[config.mk]
export PLATFORM = sky130hd
export DESIGN_NAME = pc_fetch_ctrl
export DESIGN_NICKNAME = d
export VERILOG_FILES = /design/src/rtl/pc_fetch_ctrl.sv
export SDC_FILE = /design/constraint.sdc
export NUM_CORES = 1
export LEC_CHECK = 0
export ABC_AREA = 1
export BUFFER_PORTS_ARGS = -buffer_cell sky130_fd_sc_hd__buf_2
export CORE_UTILIZATION = 39
export DETAILED_ROUTE_END_ITERATION = 8
export GPL_TIMING_DRIVEN = 0
export PLACE_DENSITY_LB_ADDON = 0.08
export SLEW_MARGIN = 10
export SYNTH_ARGS = -nofsm -noshare
export SYNTH_HDL_FRONTEND = slang
export SYNTH_SLANG_ARGS = --single-unit
[constraint.sdc]
create_clock -name clk -period 6.15 [get_ports clk]
set_clock_uncertainty 0.05 [all_clocks]
set_input_delay 1.23 -clock clk [delete_from_list [all_inputs] [get_ports clk]]
set_output_delay 1.23 -clock clk [all_outputs]
set_load 0.05 [all_outputs]
[src/rtl/pc_fetch_ctrl.sv]
// rtl/pc_fetch_ctrl.sv - program counter, next-PC select and run/halt control; optional PC_ALIGN_CHECK_EN
module pc_fetch_ctrl #(
    parameter logic [31:0] RESET_PC    = 32'h0000_0000,
    parameter int          IMEM_WORDS  = 64,
    parameter logic [5:0]  HALT_OPCODE = 6'b111111
) (
    input  logic        clk,
    input  logic        rst_n,
    input  logic        stall,
    input  logic [1:0]  pc_src,
    input  logic        branch_taken,
    input  logic [15:0] imm16,
    input  logic [25:0] jaddr26,
    input  logic [31:0] jr_target,
    input  logic [5:0]  opcode,
    output logic [31:0] pc,
    output logic [31:0] pc_plus4,
    output logic        fetch_valid,
    output logic        halted,
    output logic        pc_err
);

    typedef enum logic [1:0] {
        ST_BOOT = 2'd0,
        ST_RUN  = 2'd1,
        ST_HALT = 2'd2
    } state_t;

    localparam logic [31:0] PC_LIMIT = 32'(IMEM_WORDS * 4);

    state_t      state_q, state_d;
    logic [31:0] pc_q, pc_d;
    logic        err_q, err_d;

    logic [31:0] br_offset;
    logic [31:0] target;
    logic [31:0] target_ld;
    logic        misalign;
    logic        out_of_range;

    assign pc          = pc_q;
    assign pc_plus4    = pc_q + 32'd4;
    assign pc_err      = err_q;
    assign fetch_valid = (state_q == ST_RUN);
    assign halted      = (state_q == ST_HALT);

    // Candidate next PC from the selected source, then alignment and range screening
    always_comb begin
        br_offset = {{14{imm16[15]}}, imm16, 2'b00};
        target    = pc_plus4;
        case (pc_src)
            2'b00: target = pc_plus4;
            2'b01: target = branch_taken ? (pc_plus4 + br_offset) : pc_plus4;
            2'b10: target = {pc_plus4[31:28], jaddr26, 2'b00};
            2'b11: target = jr_target;
            default: target = pc_plus4;
        endcase
`ifdef PC_ALIGN_CHECK_EN
        misalign  = (target[1:0] != 2'b00);
        target_ld = target;
`else
        misalign  = 1'b0;
        target_ld = target & 32'hFFFF_FFFC;
`endif
        out_of_range = (target_ld >= PC_LIMIT);
    end

    // Next-state logic: BOOT lasts one cycle, RUN loads the PC or halts, HALT is terminal
    always_comb begin
        state_d = state_q;
        pc_d    = pc_q;
        err_d   = err_q;
        case (state_q)
            ST_BOOT: begin
                state_d = ST_RUN;
            end
            ST_RUN: begin
                if (!stall) begin
                    if (opcode == HALT_OPCODE) begin
                        state_d = ST_HALT;
                    end else if (misalign || out_of_range) begin
                        state_d = ST_HALT;
                        err_d   = 1'b1;
                    end else begin
                        pc_d = target_ld;
                    end
                end
            end
            ST_HALT: begin
                state_d = ST_HALT;
            end
            default: begin
                state_d = ST_HALT;
            end
        endcase
    end

    // State, PC and sticky error registers
    always_ff @(posedge clk or negedge rst_n) begin
        if (!rst_n) begin
            state_q <= ST_BOOT;
            pc_q    <= RESET_PC;
            err_q   <= 1'b0;
        end else begin
            state_q <= state_d;
            pc_q    <= pc_d;
            err_q   <= err_d;
        end
    end

endmodule
After elaboration in Yosys (flattened, before gate mapping)

Index checks and enable logic that the tools add are counted.
Widths: inputs -> output; s select.

$add $sub $neg: 2
Bitwise logic cells: 3
Reductions and logical operators: 5
Mux-type cells: 6
Magnitude comparators: 1
Eq/ne operators: 8

Operators by type and width:

| kind                  | number |
|---|---|
| $pmux 32 s4           | 1 |
| $add 32x3->32 const B | 1 |
| $add 32x32->32        | 1 |
| $ge 32x9->1 const B   | 1 |
| $mux 32               | 1 |
| $reduce_and 4->1      | 2 |
| $eq 2x2->1 const B    | 3 |
| $eq 6x6->1 const B    | 1 |
| $mux 2                | 3 |
| $eq 2x1->1 const B    | 2 |
| $logic_not 2->1       | 2 |
| $pmux 2 s2            | 1 |
| $ne 3x1->1 const B    | 1 |
| $not 1->1             | 3 |
| $ne 2x2->1 const B    | 1 |
| $reduce_and 2->1      | 1 |

Register bits: 33
Input bits: 86
Output and inout port bits: 67
Logic and storage cells: 28

Longest topological paths before layout

Gate-level depths: netlist (run 1).

Depth in word-level cells: 9
Gate-level depth with buffers: 31
Gate-level depth less buffers: 29

Worst setup path after synthesis (run 1)

No wires, ideal clock.

Path kind: register to register
Start: register pc_q[2], in the netlist pc[2]
End: register pc_q[15], in the netlist pc[15]
Stages on the path, launching flop included: 25
Required time: 5.984 ns
Clock period less this slack: 4.590 ns
Arrival: 4.423 ns
Path slack: 1.560 ns
Cells stage by stage: dfrtp_1 -> inv_2 -> nor2_4 -> nand2_2 -> nor2_1 -> xor2_1 -> ha_1 -> nand2_1 -> nand2_1 -> o21bai_1 -> a21boi_1 -> nand2_1 -> nand2_1 -> nand2_1 -> nand2_1 -> nand2_1 -> nand2_1 -> nand3_1 -> nand2_1 -> nand3_1 -> nor2_4 -> nand3_4 -> buf_6 -> nand2_1 -> inv_1

Longest elaborated chain between the ends: 7

Ends and longest elaborated chain:

| element                    | line | text |
|---|---|---|
| start, declared            | 32   | `logic [31:0] pc_q, pc_d;` |
| start signal, assigned     | 106  | `pc_q <= pc_d;` |
| $add 32x3->32 *            | 42   | `assign pc_plus4 = pc_q + 32'd4;` |
| named net pc_plus4[2]      | 17   | `output logic [31:0] pc_plus4,` |
| $add 32x32->32             | 53   | `2'b01: target = branch_taken ? (pc_plus4 + br_offset) : pc_plus4;` |
| $mux 32                    | 53   |  |
| $pmux 32 s4 *              | 51   | `case (pc_src)` |
| $ge 32x9->1                | 65   | `out_of_range = (target_ld >= PC_LIMIT);` |
| $not 1->1 (no line)        | -    |  |
| $reduce_and 4->1 (no line) | -    |  |

Mark *: on every way through the listed nets, which the timed path passes. The rest lies on a longest branch.
A chain may end at the register's enable or synchronous reset.

Worst setup path after layout (run 1)

Start: register pc_q[2], in the netlist pc[2]
End: register pc_q[3], in the netlist pc[3]

Longest elaborated chain between the ends: 7

Ends and longest elaborated chain:

| element                    | line |
|---|---|
| $add 32x3->32 *            | 42 |
| $add 32x32->32             | 53 |
| $mux 32                    | 53 |
| $pmux 32 s4 *              | 51 |
| $ge 32x9->1                | 65 |
| $not 1->1 (no line)        | - |
| $reduce_and 4->1 (no line) | - |

Mark *: on every way between the ends. The rest lies on a longest branch, timed or not.

==> results.toml, run 1 <==
[outcome]
status = "complete, no violations"

[global_route]
antenna_found_initial = 0
overflow = 0
grt_pass1_vias = 6224
track_usage = 0.273
grt_start_max_net_pins = 34
grt_pass1_wl_um = 31300

[clocking]
clk_pin_slew_ns = 0.05
cts_tree = "built"
root_buffer = "clkbuf_16"
h-tree-depth = 2
hold_buffers = 0
numCtsBuffers = 5
cts_resized = 0
post-cts-setup-buffers = 0
clock_latency_ns = 0.27
clock_sinks = 33
clockBufferDepth = 2

[timing]
rsz0062_at_grt = "no"
final.setup.tns_ns = 0
fmax_mhz = 209
maxSlewViolCount = 0
hold_viol_final = 0
min_period_ns = 4.79
period_share = 0.779
tightest_slew_ns = 0.864
holdWs_ns = 0.398
relSlewSlack = 0.419
setup_viol = 0

[worst_hold_path]
whs_path_depth = 1
hold_class = "reg2reg"
worstHoldEndpoint = "pc_err"
min_from = "pc_err"

[worst_setup_path]
reg2regPathDepth = 27
r2r-end = "pc[3]"
cp_data_arrival_time_ns = 4.90
cp-start-kind = "register"
cp.buffers_inverters = 5
r2r_slack_ns = 1.36
path_class = "reg2reg"
cp_num_cells = 27
max_stage_delay_ns = 0.52
cpMostUsedCell = "nand2_1"
crit_fanout = 10
crit_required_ns = 6.26
cp_slowest_cell = "dfrtp_1"
path_delay_family = "simple AND/OR/NAND/NOR gates"
cp-end-kind = "register"
rr_startpoint = "pc[2]"

[placed_design]
hpwl_um = 17000
portBuffers = 145
gp_congestion = 0.922

[die]
die_w_um = 122
fp.coreArea_um2 = 14000
rows = 43
die_h_um = 122
initial_core_util = 0.401
fp.dieArea_um2 = 14900
ioPinCount = 153

[synth]
synth_compound_area_frac = 0.103
ys_seq_area_frac = 0.147
ys_ff_latch = 33
synth.cell_area_um2 = 5620
yosysWarnings = 0
synthXorXnorAreaFrac = 0.0218
synth-main-ff-cell = "dfrtp_1"
synthArstFlopShare = 1.00
yosysTopAreaCellShare = 0.273
yosys.area.top_type = "nand2_1"
synth_edf_count = 0
synthTopCellsByCount = "408 x nand2_1, 147 x inv_1, 90 x nand3_1, 85 x nor2_1, 40 x a21oi_1"
synthAdderAreaFrac = 0.0749
yosys.area_share.simple = 0.508
synth.most_common_cell = "nand2_1"
synth_mux_area_frac = 0
synth_area_leaders = "nand2_1 27%, dfrtp_1 15%, inv_1 9.8%"
synth.distinct_cells = 46
synth_top_family_by_area = "simple AND/OR/NAND/NOR gates"
synth_area_per_cell_um2 = 5.37
postSynthCellCount = 1046

[finish]
area_growth_pct = 19.8
layout.nets = 1320
drive_gt1_frac = 0.192
n_antenna_cell = 0
fillers = 1604

[routing]
wl_um = 20000
vias_per_cell = 4.96
wl_per_cell_um = 14.5
firstDrtPassIters = 6
ant_nets = 0
drc = 0
drt_iter0_drc = 428
vias = 6855

[power]
p_per_area_nw_per_um2 = 96.2
ir_worst_vdd_uv = 170
power_leakage_nw = 4.12

[job]
maxCapViolCount = 0
[worst register-to-register path, stage by stage (launching register included)]
cell     delay, ns
dfrtp_1       0.52
ha_1          0.19
buf_2         0.19
inv_1         0.06
nor2_1        0.18
nand2_1       0.16
xor2_1        0.46
inv_1         0.12
ha_1          0.36
nand2_1       0.16
inv_2         0.05
a21oi_1       0.31
nand3_1       0.26
nand2_1       0.11
nand3_1       0.12
nand2_1       0.10
nand2_1       0.05
nand2_1       0.08
nand2_1       0.06
nor2_2        0.16
nand2_1       0.08
nor2_2        0.10
nand2_2       0.10
nor2_8        0.21
nand3_4       0.14
buf_6         0.19
nand2_1       0.06
nand2_1       0.06
[power by group]
part           internal (W)  switching, W
clock network      0.000158     0.0000797
logic             0.0000687      0.000122
registers          0.000218   0.000000169
total              0.000445      0.000202
[per-stage QoR]
stage / instance area [um^2] / std cells / utilization / total power, W / setup WS (ns)
after floorplan: 5630 / 1049 / - / 0.000340 / 1.56
after global placement: 6580 / 1374 / 0.470 / 0.000410 / 1.43
after detailed placement: 6580 / 1374 / 0.471 / 0.000410 / 1.43
after CTS: 6730 / 1381 / 0.481 / 0.000653 / 1.42
after global routing: 6730 / 1381 / 0.481 / 0.000687 / 1.01
final: 6730 / 1381 / 0.481 / 0.000647 / 1.36
[layout by cell type, fill, tap and decap left out, types with 14 or more instances in the layout]
cell type | synthesis | layout
nand4_1 | 25 | 25
inv_2 | 29 | 29
nand2_2 | 21 | 21
buf_2 | 8 | 153
inv_1 | 147 | 147
ha_1 | 32 | 32
nor2_1 | 85 | 85
o21ai_1 | 14 | 14
nand2_1 | 408 | 408
dfrtp_1 | 33 | 33
a21oi_1 | 40 | 40
nand3_1 | 90 | 90
[layer usage]
layer / global-route usage / part of all wire
met1: 0.378 / 0.48
met4: 0.0756 / 0.021
met5: 0 / 0
met3: 0.0126 / 0.045
met2: 0.458 / 0.46
[cell families after synthesis]
logic type	count (synthesis)
other	1
buffers and inverters	204
adders and majority gates	33
and+or+nand+nor	665
xor gates and xnor gates	14
DFF	33
AOI/OAI and AO/OA	96
[final cells by class]
class                   instances  area (um^2)  share of cell area
multi-input cells             812         3990               0.594
clock buffers                   7          143              0.0212
well taps                     180          225              0.0335
plain buffers                  26          145              0.0216
inverters                     178          668              0.0993
flip-flops and latches         33          826               0.123
repair buffers                145          726               0.108
[flip-flops by register name, indices dropped and copies added (netlist names)]
name	count
pc	30
pc_err	1
state_q	2
[worst max path at each step]
stage / to / from
final: pc[3] / pc[2]
after CTS: pc[3] / pc[2]
after floorplan: pc[15] / pc[2]
after detailed placement: pc[3] / pc[2]
after global routing: pc[7] / pc[2]
after global placement: pc[2] / pc[2]
Power figures use the tool's default switching activity.
==> inputs of run 2 (changes only) <==
clock period = 4.1 ns   (was 6.15 ns; I/O delays follow)
==> run 2 against run 1 <==
Non-clock buffer count is 27 higher. Combinational power increased by 65%. Critical path depth unchanged. Worst hold slack better by 0.0038 ns. Register-to-register slack got worse by 1.2 ns. Largest cell class unchanged. Clock power rose by 54%.
==> results.toml, run 2 (synthesis results as in run 1) <==
[outcome]
status = "complete, no violations"

[routing]
ant_nets = 0
vias_per_cell = 5.04
drc = 0
wl_um = 21100
firstDrtPassIters = 6
drt_iter0_drc = 420
vias = 7106
wl_per_cell_um = 15.0

[worst_setup_path]
cp_data_arrival_time_ns = 4.05
r2r-end = "pc[22]"
r2r_slack_ns = 0.17
cp-start-kind = "register"
path_class = "reg2reg"
crit_fanout = 10
crit_required_ns = 4.22
cp-end-kind = "register"
rr_startpoint = "pc[2]"
reg2regPathDepth = 27

[finish]
mostFrequentLayoutCell = "nand2_1"
n_antenna_cell = 0
utilization = 0.550
largest_reg_flops = 30
area_growth_pct = 37.1
layout.nets = 1347
drive_gt1_frac = 0.323
finalInstanceArea_um2 = 7700
final_cell_mix = "383 x nand2_1, 152 x buf_2, 139 x inv_1"

[clocking]
h-tree-depth = 2
clk_pin_slew_ns = 0.05
clock_sinks = 33
numCtsBuffers = 5
cts_tree = "built"
clockBufferDepth = 2
root_buffer = "clkbuf_16"
hold_buffers = 0
clock_latency_ns = 0.28

[die]
initial_core_util = 0.401
ioPinCount = 153
die_h_um = 122
rows = 43
fp.dieArea_um2 = 14900
fp.coreArea_um2 = 14000
die_w_um = 122

[power]
ir_worst_vdd_uv = 288
p_sw_w = 0.000323
p_clk_frac = 0.364
swShare = 0.320
p_per_area_nw_per_um2 = 131
power_leakage_nw = 4.32
pwr-share-seq = 0.324
p_int_w = 0.000686
pwr-share-comb = 0.312

[timing]
relSlewSlack = 0.439
period_share = 0.959
maxSlewViolCount = 0
setup_viol = 0
min_period_ns = 3.93
tightest_slew_ns = 0.834
hold_viol_final = 0
final.setup.worst_slack_ns = 0.168
holdWs_ns = 0.402
fmax_mhz = 254

[global_route]
grt_pass1_wl_um = 32500
grt_pass1_vias = 6648
antenna_found_initial = 0
track_usage = 0.283
overflow = 0
grt_start_max_net_pins = 34

[worst_hold_path]
hold_class = "reg2reg"
whs_path_depth = 1
worstHoldEndpoint = "pc_err"
min_from = "pc_err"

[placed_design]
gp_congestion = 0.910
hpwl_um = 17000
portBuffers = 145
dpl_cell_area_um2 = 6610
dp_slack_ns = -0.439

[job]
maxCapViolCount = 0
## run 2: cell types whose count changed in the layout (fill, tap and decap cells not counted), sizes merged
| cell | change |
|---|---|
| clkbuf | +2 |
| inv | +1 |
| clkinv | -1 |
| buf | +26 |
## run 2: per-stage QoR
step	TNS, ns	cells	total power (W)
global route	-1.25	1409	0.00107
detailed placement	-13.74	1374	0.000615
floorplan	0	1049	0.000510
CTS	0	1386	0.000995
finish	0	1409	0.00101
global placement	-14.24	1374	0.000614
## run 2: repair_timing
action | 4_1_cts | 5_1_grt
buffers inserted | 4 | 21
gates resized for setup | 20 | 144
pin swaps | 3 | 29
gates cloned | 0 | 2
setup endpoints to repair | 33 | 33
## run 2: power by group through the flow
| stage | clock [W] | sequential [W] | combinational (W) |
|---|---|---|---|
| 2_1_floorplan | 0 | 0.000334 | 0.000176 |
| 3_5_place_dp | 0 | 0.000332 | 0.000282 |
| 4_1_cts | 0.000379 | 0.000327 | 0.000289 |
| 5_1_grt | 0.000393 | 0.000327 | 0.000349 |
| 6_report | 0.000367 | 0.000327 | 0.000315 |
| 3_3_place_gp | 0 | 0.000332 | 0.000282 |
## run 2: how the worst max path moves through the flow
stage / startpoint / to / cells after the start
3_5_place_dp: pc[2] / pc[15] / 27
2_1_floorplan: pc[2] / pc[15] / 24
3_3_place_gp: pc[2] / pc[3] / 27
5_1_grt: pc[3] / pc[3] / 27
6_report: pc[2] / pc[22] / 27
4_1_cts: pc[2] / pc[15] / 27
## run 2: area by class of cell
| class | count | area [um^2] |
|---|---|---|
| tap | 180 | 225 |
| inverter | 178 | 668 |
| clock buffer | 8 | 146 |
| timing repair buffer | 172 | 950 |
| buffer | 26 | 164 |
| multi-input combinational | 812 | 4690 |
| sequential | 33 | 856 |
| fill | 1528 | 6290 |
## run 2: routing by layer
| metal | part of all wire | vias to the layer above | track usage |
|---|---|---|---|
| met1 | 0.45 | 3224 | 0.372 |
| met4 | 0.028 | 0 | 0.102 |
| met5 | 0 | - | 0 |
| met2 | 0.48 | 192 | 0.488 |
| li1 | - | 3657 | - |
| met3 | 0.047 | 33 | 0.0126 |
## run 2: worst max-delay path, stage by stage, from the launching register on
cell and delay (ns):
dfrtp_2 0.41, ha_4 0.14, buf_6 0.11, inv_1 0.07, nor2_4 0.17, nand3_4 0.14, or3_4 0.39, xor2_4 0.15
inv_2 0.08, ha_4 0.28, inv_1 0.07, nor3_2 0.16, and2_4 0.18, and2_4 0.13, nand2_2 0.05, nand2_1 0.06
nand2_1 0.06, nand3_1 0.11, nand2_1 0.07, nand3_2 0.08, nand2_1 0.05, nand2_1 0.08, nand2_2 0.09, nor2_8 0.15
nand3_4 0.16, buf_8 0.23, nand2_2 0.06, inv_2 0.03
